==> src/rtl/control_sequencer.sv <==
// control_sequencer: hardwired Moore control unit sequencing fetch and execute for the simple CPU datapath.
module control_sequencer #(
  parameter logic [4:0] ADD_OP      = 5'b00011,
  parameter bit         UNDEF_HALTS = 1'b0
) (
  input  logic        clock,
  input  logic        clear,
  input  logic [31:0] IR,
  input  logic        CON_FF,
  input  logic        Stop,
  output logic        Run,
  output logic        PCout,
  output logic        ZHighout,
  output logic        ZLowout,
  output logic        MDRout,
  output logic        HIout,
  output logic        LOout,
  output logic        InPortout,
  output logic        Cout,
  output logic        MAR_enable,
  output logic        PC_enable,
  output logic        MDR_enable,
  output logic        IR_enable,
  output logic        Y_enable,
  output logic        Zin,
  output logic        HI_enable,
  output logic        LO_enable,
  output logic        Output_port_enable,
  output logic        IncPC,
  output logic        Read,
  output logic        Write,
  output logic        CON_in,
  output logic        GRA,
  output logic        GRB,
  output logic        GRC,
  output logic        Rin,
  output logic        Rout,
  output logic        BAout,
  output logic [15:0] register_enable_signals,
  output logic [4:0]  operation
);
  typedef enum logic [3:0] {T0, T1, T2, T3, T4, T5, T6, T7, RESET, HALT} state_e;
  state_e state_q, state_d;
  logic [4:0] op;
  logic [7:0] t;
  logic [2:0] last;
  logic alu3, imm, ldi, ld, st, ldx, md, un, br, jr, jal;
  logic op_in, op_out, mfhi, mflo, op_halt, undef;
  logic unused_ir;
  assign op        = IR[31:27];
  assign unused_ir = ^IR[26:0];
  assign alu3    = op >= 5'd3 && op <= 5'd11;
  assign imm     = op >= 5'd12 && op <= 5'd14;
  assign ld      = op == 5'd0;
  assign ldi     = op == 5'd1;
  assign st      = op == 5'd2;
  assign ldx     = ld | ldi | st;
  assign md      = op == 5'd15 || op == 5'd16;
  assign un      = op == 5'd17 || op == 5'd18;
  assign br      = op == 5'd19;
  assign jr      = op == 5'd20;
  assign jal     = op == 5'd21;
  assign op_in   = op == 5'd22;
  assign op_out  = op == 5'd23;
  assign mfhi    = op == 5'd24;
  assign mflo    = op == 5'd25;
  assign op_halt = op == 5'd27;
  assign undef   = op >= 5'd28;
  // One-hot view of T0..T7; all zero in RESET and HALT so every output decodes to 0 there.
  assign t = state_q[3] ? 8'd0 : 8'd1 << state_q[2:0];
  assign last = (ld | st) ? 3'd7 :
                (md | br) ? 3'd6 :
                (alu3 | imm | ldi) ? 3'd5 :
                (un | jal) ? 3'd4 :
                (jr | op_in | op_out | mfhi | mflo) ? 3'd3 : 3'd2;
  always_ff @(posedge clock or negedge clear)
    if (!clear) state_q <= RESET;
    else state_q <= state_d;
  always_comb begin
    state_d = state_q;
    if (state_q == RESET) state_d = T0;
    else if (state_q == HALT) state_d = HALT;
    else if (t[2] && (op_halt || (undef && UNDEF_HALTS))) state_d = HALT;
    else if (state_q[2:0] == last) state_d = Stop ? HALT : T0;
    else state_d = state_e'(state_q + 4'd1);
  end
  assign Run                = !state_q[3];
  assign PCout              = t[0] | (t[3] & jal) | (t[4] & br);
  assign ZHighout           = t[6] & md;
  assign ZLowout            = (t[4] & un) | (t[5] & (alu3 | imm | ldx | md)) | (t[6] & br);
  assign MDRout             = t[2] | (t[7] & ld);
  assign HIout              = t[3] & mfhi;
  assign LOout              = t[3] & mflo;
  assign InPortout          = t[3] & op_in;
  assign Cout               = (t[4] & (imm | ldx)) | (t[5] & br);
  assign MAR_enable         = t[0] | (t[5] & (ld | st));
  assign PC_enable          = (t[3] & jr) | (t[4] & jal) | (t[6] & br & CON_FF);
  assign MDR_enable         = t[1] | (t[6] & (ld | st));
  assign IR_enable          = t[2];
  assign Y_enable           = (t[3] & (alu3 | imm | ldx | md)) | (t[4] & br);
  assign Zin                = (t[3] & un) | (t[4] & (alu3 | imm | ldx | md)) | (t[5] & br);
  assign HI_enable          = t[6] & md;
  assign LO_enable          = t[5] & md;
  assign Output_port_enable = t[3] & op_out;
  assign IncPC              = t[0];
  assign Read               = t[1] | (t[6] & ld);
  assign Write              = t[7] & st;
  assign CON_in             = t[3] & br;
  assign GRA                = (t[3] & (md | br | jr | op_in | op_out | mfhi | mflo)) | (t[4] & (un | jal)) |
                              (t[5] & (alu3 | imm | ldi)) | (t[6] & st) | (t[7] & ld);
  assign GRB                = (t[3] & (alu3 | imm | ldx | un)) | (t[4] & md);
  assign GRC                = t[4] & alu3;
  assign Rin                = (t[3] & (op_in | mfhi | mflo)) | (t[4] & un) | (t[5] & (alu3 | imm | ldi)) | (t[7] & ld);
  assign Rout               = (t[3] & (alu3 | imm | md | un | br | jr | op_out)) | (t[4] & (alu3 | md | jal)) | (t[6] & st);
  assign BAout              = t[3] & ldx;
  assign register_enable_signals = {t[3] & jal, 15'd0};
  assign operation = ((t[4] & (alu3 | imm | md)) | (t[3] & un)) ? op :
                     ((t[4] & ldx) | (t[5] & br)) ? ADD_OP : 5'd0;
endmodule

==> config.mk <==
export PLATFORM = sky130hd
export DESIGN_NAME = control_sequencer
export DESIGN_NICKNAME = d
export VERILOG_FILES = /design/src/rtl/control_sequencer.sv
export SDC_FILE = /design/constraint.sdc
export NUM_CORES = 1
export LEC_CHECK = 0
export ABC_AREA = 0
export CAP_MARGIN = 0
export CORE_UTILIZATION = 35
export DETAILED_ROUTE_END_ITERATION = 7
export GPL_ROUTABILITY_DRIVEN = 0
export PLACE_DENSITY = 0.78
export SLEW_MARGIN = 20
export SYNTH_ARGS = -nofsm -noshare
export SYNTH_HDL_FRONTEND = slang
export SYNTH_SLANG_ARGS = --single-unit
export TNS_END_PERCENT = 30
==> constraint.sdc <==
create_clock -name clock -period 2.25 [get_ports clock]
set_input_delay 0.225 -clock clock [delete_from_list [all_inputs] [get_ports clock]]
set_output_delay 0.225 -clock clock [all_outputs]
set_load 0.02 [all_outputs]
Word level (Yosys, flattened, before mapping)
Cells that the tools add are included.
Word-level totals
  register bits: 4
  input port bits: 36
  output and inout port bits: 49
  logic and storage cells: 137
Operators by class
  $add $sub $neg: 1
  magnitude comparators: 4
  equal/unequal tests: 17
  shift-type cells: 1
  mux-type cells: 13
  bitwise gates (word level): 93
  reductions and logical operators: 7
Operators by type and width (number)
  $eq 5x5->1 const B: 11
  $or 1x1->1: 55
  $and 1x1->1: 38
  $mux 4: 5
  $mux 3: 4
  $le 5x4->1 const B: 2
  $eq 4x4->1 const B: 2
  $mux 8: 1
  $shl 1x3->8 const A: 1
  $eq 5x1->1 const B: 1
  $eq 5x2->1 const B: 1
  $eq 5x4->1 const B: 1
  $ge 5x2->1 const B: 1
  $ge 5x4->1 const B: 1
  $logic_not 5->1: 1
  $mux 5: 1
  $add 4x1->4 const B: 1
  $eq 3x3->1: 1
  $logic_and 1x1->1: 3
  $logic_or 1x1->1: 2
  $mux 2: 1
  $logic_not 1->1: 1
  $mux 1: 1

Logic depth before layout (Yosys ltp)
  word-level depth: 15
  gate-level depth with buffers: 7

Worst setup path after synthesis
Ideal clock, no wire load.
  path type: reg-to-output
  from: register state_q[1]
  to: output Rout
  data arrival time: 2.463 ns
  slack: -0.438 ns
  stages on the path, launching flop included: 6
  path buffers: 0
  cells stage by stage: dfrtp_1 > inv_1 > ha_1 > nand2_1 > a2111oi_0 > or4_1
Between the ends
  word-level cells in the longest chain between the ends: 5
  elaborated cells on any way between the ends: 7
  classes of those cells: 1 x shift; 1 x mux; 5 x bitwise
RTL lines
  start, declared: RTL line 43  | state_e state_q, state_d;
  start signal, assigned: RTL line 78  | else state_q <= state_d;
  $shl 1x3->8 *: RTL line 70  | assign t = state_q[3] ? 8'd0 : 8'd1 << state_q[2:0];
  $mux 8 *: RTL line 70
  $and 1x1->1: RTL line 114  | assign Rout = (t[3] & (alu3 | imm | md | un | br | jr | op_out)) | (t[4] & (alu3 | md | jal)) | (t[6] & st);
  $or 1x1->1: RTL line 114
  $or 1x1->1 *: RTL line 114
  end, declared: RTL line 37  | output logic Rout,
Mark *: on every way between the ends. The rest lies on a longest branch, timed or not.

Worst setup path in the final report
  from: input IR[28]
  to: output GRA
Between the ends
  word-level cells in the longest chain between the ends: 13
  elaborated cells on any way between the ends: 40
  classes of those cells: 4 x order compare; 13 x eq/ne; 18 x bitwise; 5 x reduce/logical
RTL lines
  start, declared: RTL line 8  | input logic [31:0] IR,
  $eq 5x4->1 or $eq 5x5->1 (tied branches): RTL line 58  | assign md = op == 5'd15 || op == 5'd16;
  $logic_or 1x1->1: RTL line 58
  $or 1x1->1 (6 in a row): RTL line 109  | assign GRA = (t[3] & (md | br | jr | op_in | op_out | mfhi | mflo)) | (t[4] & (un | jal)) |
  $and 1x1->1: RTL line 109
  $or 1x1->1 (2 in a row): RTL line 109
  $or 1x1->1: RTL line 110  | (t[5] & (alu3 | imm | ldi)) | (t[6] & st) | (t[7] & ld);
  $or 1x1->1 *: RTL line 110
  end, declared: RTL line 33  | output logic GRA,
Marked as above.

==> flow_summary.yaml <==
finish:
  nFillCells: 262
  syn_to_final_growth_pct: 84.51
  largest_registers: "state_q x4"
  max_ffs_per_register: 4
  top_register: "state_q"
  antenna-diode-count: 0
  post-route-cell-area_sq_mm: 0.002161
  nets: 317
  final_core_utilization_pct: 69.64
  drive_above_1_share_pct: 43.07
clock_tree:
  number_of_buffers_created_by_cts: 3
  insertion_delay_ns: 0.23
  clk_path_buf_depth: 2
  clk_pin_slew_ns: 0.04
  clock_tree_from_tritoncts: "built"
  numClockSinks: 4
  root_buffer: "sky130_fd_sc_hd__clkbuf_4"
  cts-htree-levels: 1
status:
  violations: "negative setup slack"
  outcome: "finished, violations left"
drt:
  antenna_violating_nets_post_route: 0
  drcViolationCount: 0
  detailed_route_iter0_violations: 58
  dr_pass1_iterations: 4
  detail_route.wirelength_mm: 4.727
  viasPerCell: 5.292
  route.detailed.wl_per_inst_microns: 14.86
  vias: 1683
placed_design:
  detailedPlacementHpwl_mm: 3.274
  postPlaceCellArea_sq_mm: 0.001977
  place.port_buffers: 42
worst_hold_path:
  min-delay-path-class: "input pin to asynchronous set/reset pin"
grt:
  grt_max_degree: 14
  grt_pass1_wl_mm: 6.955
  antenna_found_initial: 0
  groute.layer.met3.usage_pct: 2.814
  grt.total_usage_pct: 25.10
  groute.layer.met1.usage_pct: 32.86
  top_usage_layer: "met2"
  overflow: 0
  grt_pass1_vias: 1526
  grt_use_met2_pct: 43.17
synthesis:
  post_synth.cell_area_avg_sq_um: 6.731
  summed_instance_area_of_the_synthesized_netlist_sq_mm: 0.001171
  syn_inst: 174
  seq_area_frac_synth_pct: 8.654
  ys_ff_latch: 4
  synth_edf_count: 0
  ys_dominant_reg_cell: "sky130_fd_sc_hd__dfrtp_1"
  warning_count_from_the_yosys_run: 0
  postSynth.asyncResetShare_pct: 100.0
  distinct_cell_type_count_after_synthesis: 52
floorplanning:
  floorplan.initialDensity_pct: 37.74
  floorplan.die.width_microns: 59.85
  core.rowCount: 20
  pin_count: 85
  chipHeight_microns: 59.85
  floorplan.die_area_sq_mm: 0.003581
  core_ar_sq_mm: 0.003103
worst_setup_path:
  worst_path_largest_cell_delay_ns: 0.52
  setup.worst_path.start: "IR[28]"
  critPathBufInv: 3
  crit_path_cell_trace: "clkdlybuf4s50_1, buf_6, or3b_4, o31ai_1, a21oi_2, nor2_1, or4_1, buf_4"
  cp.required_ns: 2.03
  worst_path_dominant_cell_family: "buffers and inverters"
  criticalPathCategory: "input pin to output pin"
  critPathCaptureType: "output pin"
  r2r-start: "state_q[2]"
  nature_of_the_critical_path_startpoint: "input pin"
  ff2ff_setup_slack_ns: 0.53
  cp.arrival_ns: 2.07
  cp_max_fo: 13
  timing.critical_path.slowest_stage_cell: "sky130_fd_sc_hd__or4_1"
timing:
  rsz0062_at_grt: "true"
  finalSetupViolCount: 3
  period_minus_slack_ns: 2.295
  period_utilization_pct: 102.0
  final_hold_viol_count: 0
  fin_worst_skew_ns: 0.008691
  fmax_ghz: 0.4357
  minimum_setup_slack_in_the_final_design_ns: -0.04513
  report.final.slew_viol_count: 0
power:
  power_per_cell_area_mw_per_mm2: 161.5
  p_leak_nw: 1.124
  peakVddDrop_v: 0.0003479
job:
  max-cap-violations: 0
[final cells by class]
class                           count  area, sq um  area share, %
Clock buffer                        4        26.28          1.216
Timing Repair Buffer              108        872.1          40.36
Sequential cell                     4        101.3          4.690
Inverter                            7        26.28          1.216
Tap cell                           44        55.05          2.548
Multi-Input combinational cell    151         1080          49.97
[logic make-up (layout without fill, tap and decap cells)]
kind of cell	count (synthesis)	count (layout)	share of synthesized area [%]
compound gates	48	48	31.09
xor+xnor	2	2	1.496
fa+ha+maj	6	6	6.410
buf+inv	33	119	16.24
flops	4	4	8.654
mux	2	2	1.709
other cells	1	15	0.3202
simple gates	78	78	34.08
[Yosys cell counts, drive strengths merged (3+ instances only)]
library cell,n,area share [%]
a21oi,8,3.7
inv,7,2.2
a21o,3,1.9
nor2b,5,2.7
and2,4,2.1
nand2,16,5.1
ha,6,6.4
nand3,6,2.6
buf,20,12
clkbuf,6,2.0
o31ai,3,1.9
o21a,3,1.9
o21ai,11,4.7
nor3,6,2.6
nor2,22,7.1
dfrtp,3,6.4
[path summary, 6_finish.rpt]
kind,end,cells past startpoint
max in group asynchronous,state_q[3],1
max,GRA,8
max reg2reg,state_q[0],7
min,state_q[2],1
min in group clock,state_q[3],3
min reg2reg,state_q[2],3
[through the flow]
step | hold slack [ns] | power [mW] | instances | TNS [ns] | setup slack [ns]
final | 0.1883 | 0.3490 | 318 | -0.08715 | -0.04513
after CTS | 0.1908 | 0.3299 | 311 | -0.2577 | -0.09445
after floorplan | -0.07059 | 0.1755 | 188 | 0 | 0.09440
after global placement | 0.4372 | 0.2217 | 306 | -7.733 | -0.4252
after detailed placement | 0.4395 | 0.2244 | 306 | -8.935 | -0.5040
after global routing | 0.1956 | 0.3694 | 318 | -0.5827 | -0.1443
[per-layer routing]
layer	wire [microns]	up-vias	share of wire [%]
met2	2323	103	49
li1	-	799	-
met5	0	-	0
met3	337	22	7.1
met1	1899	759	40
met4	167	0	3.5
[worst reg2reg max path: stages (launching register included)]
cell	delay, ns
sky130_fd_sc_hd__dfrtp_1	0.41
sky130_fd_sc_hd__buf_4	0.15
sky130_fd_sc_hd__buf_4	0.13
sky130_fd_sc_hd__buf_4	0.15
sky130_fd_sc_hd__a2111oi_2	0.32
sky130_fd_sc_hd__o311ai_4	0.16
sky130_fd_sc_hd__mux2i_1	0.20
sky130_fd_sc_hd__a21oi_1	0.09
[repair_timing]
item | CTS | global route
endpoints found under the setup margin | 35 | 25
resized for setup | 81 | 33
pin swaps | 4 | 1
hold endpoints to repair | 0 | 0
setup buffers | 1 | 6
hold buffers | 0 | 0
cloned | 0 | 1
[cell usage in the layout, fill, tap and decap left out, types with 6 or more instances in the layout]
master / synthesis / routed
sky130_fd_sc_hd__buf_2: 4 / 7
sky130_fd_sc_hd__buf_4: 16 / 62
sky130_fd_sc_hd__clkdlybuf4s50_1: 0 / 8
sky130_fd_sc_hd__conb_1: 1 / 15
sky130_fd_sc_hd__dlygate4sd2_1: 0 / 14
sky130_fd_sc_hd__inv_1: 7 / 7
sky130_fd_sc_hd__nand2_1: 16 / 13
sky130_fd_sc_hd__nand3_1: 6 / 6
sky130_fd_sc_hd__nor2_1: 22 / 19
sky130_fd_sc_hd__o21ai_0: 11 / 10
[where the power goes]
group	leakage [nW]	switching, mW	total, mW	internal, mW
sequential	0.0472	0	0.0724	0.0724
combinational	1.06	0.106	0.182	0.0760
clock	0.0150	0.0285	0.0950	0.0665
Power figures use the tool's default switching activity.
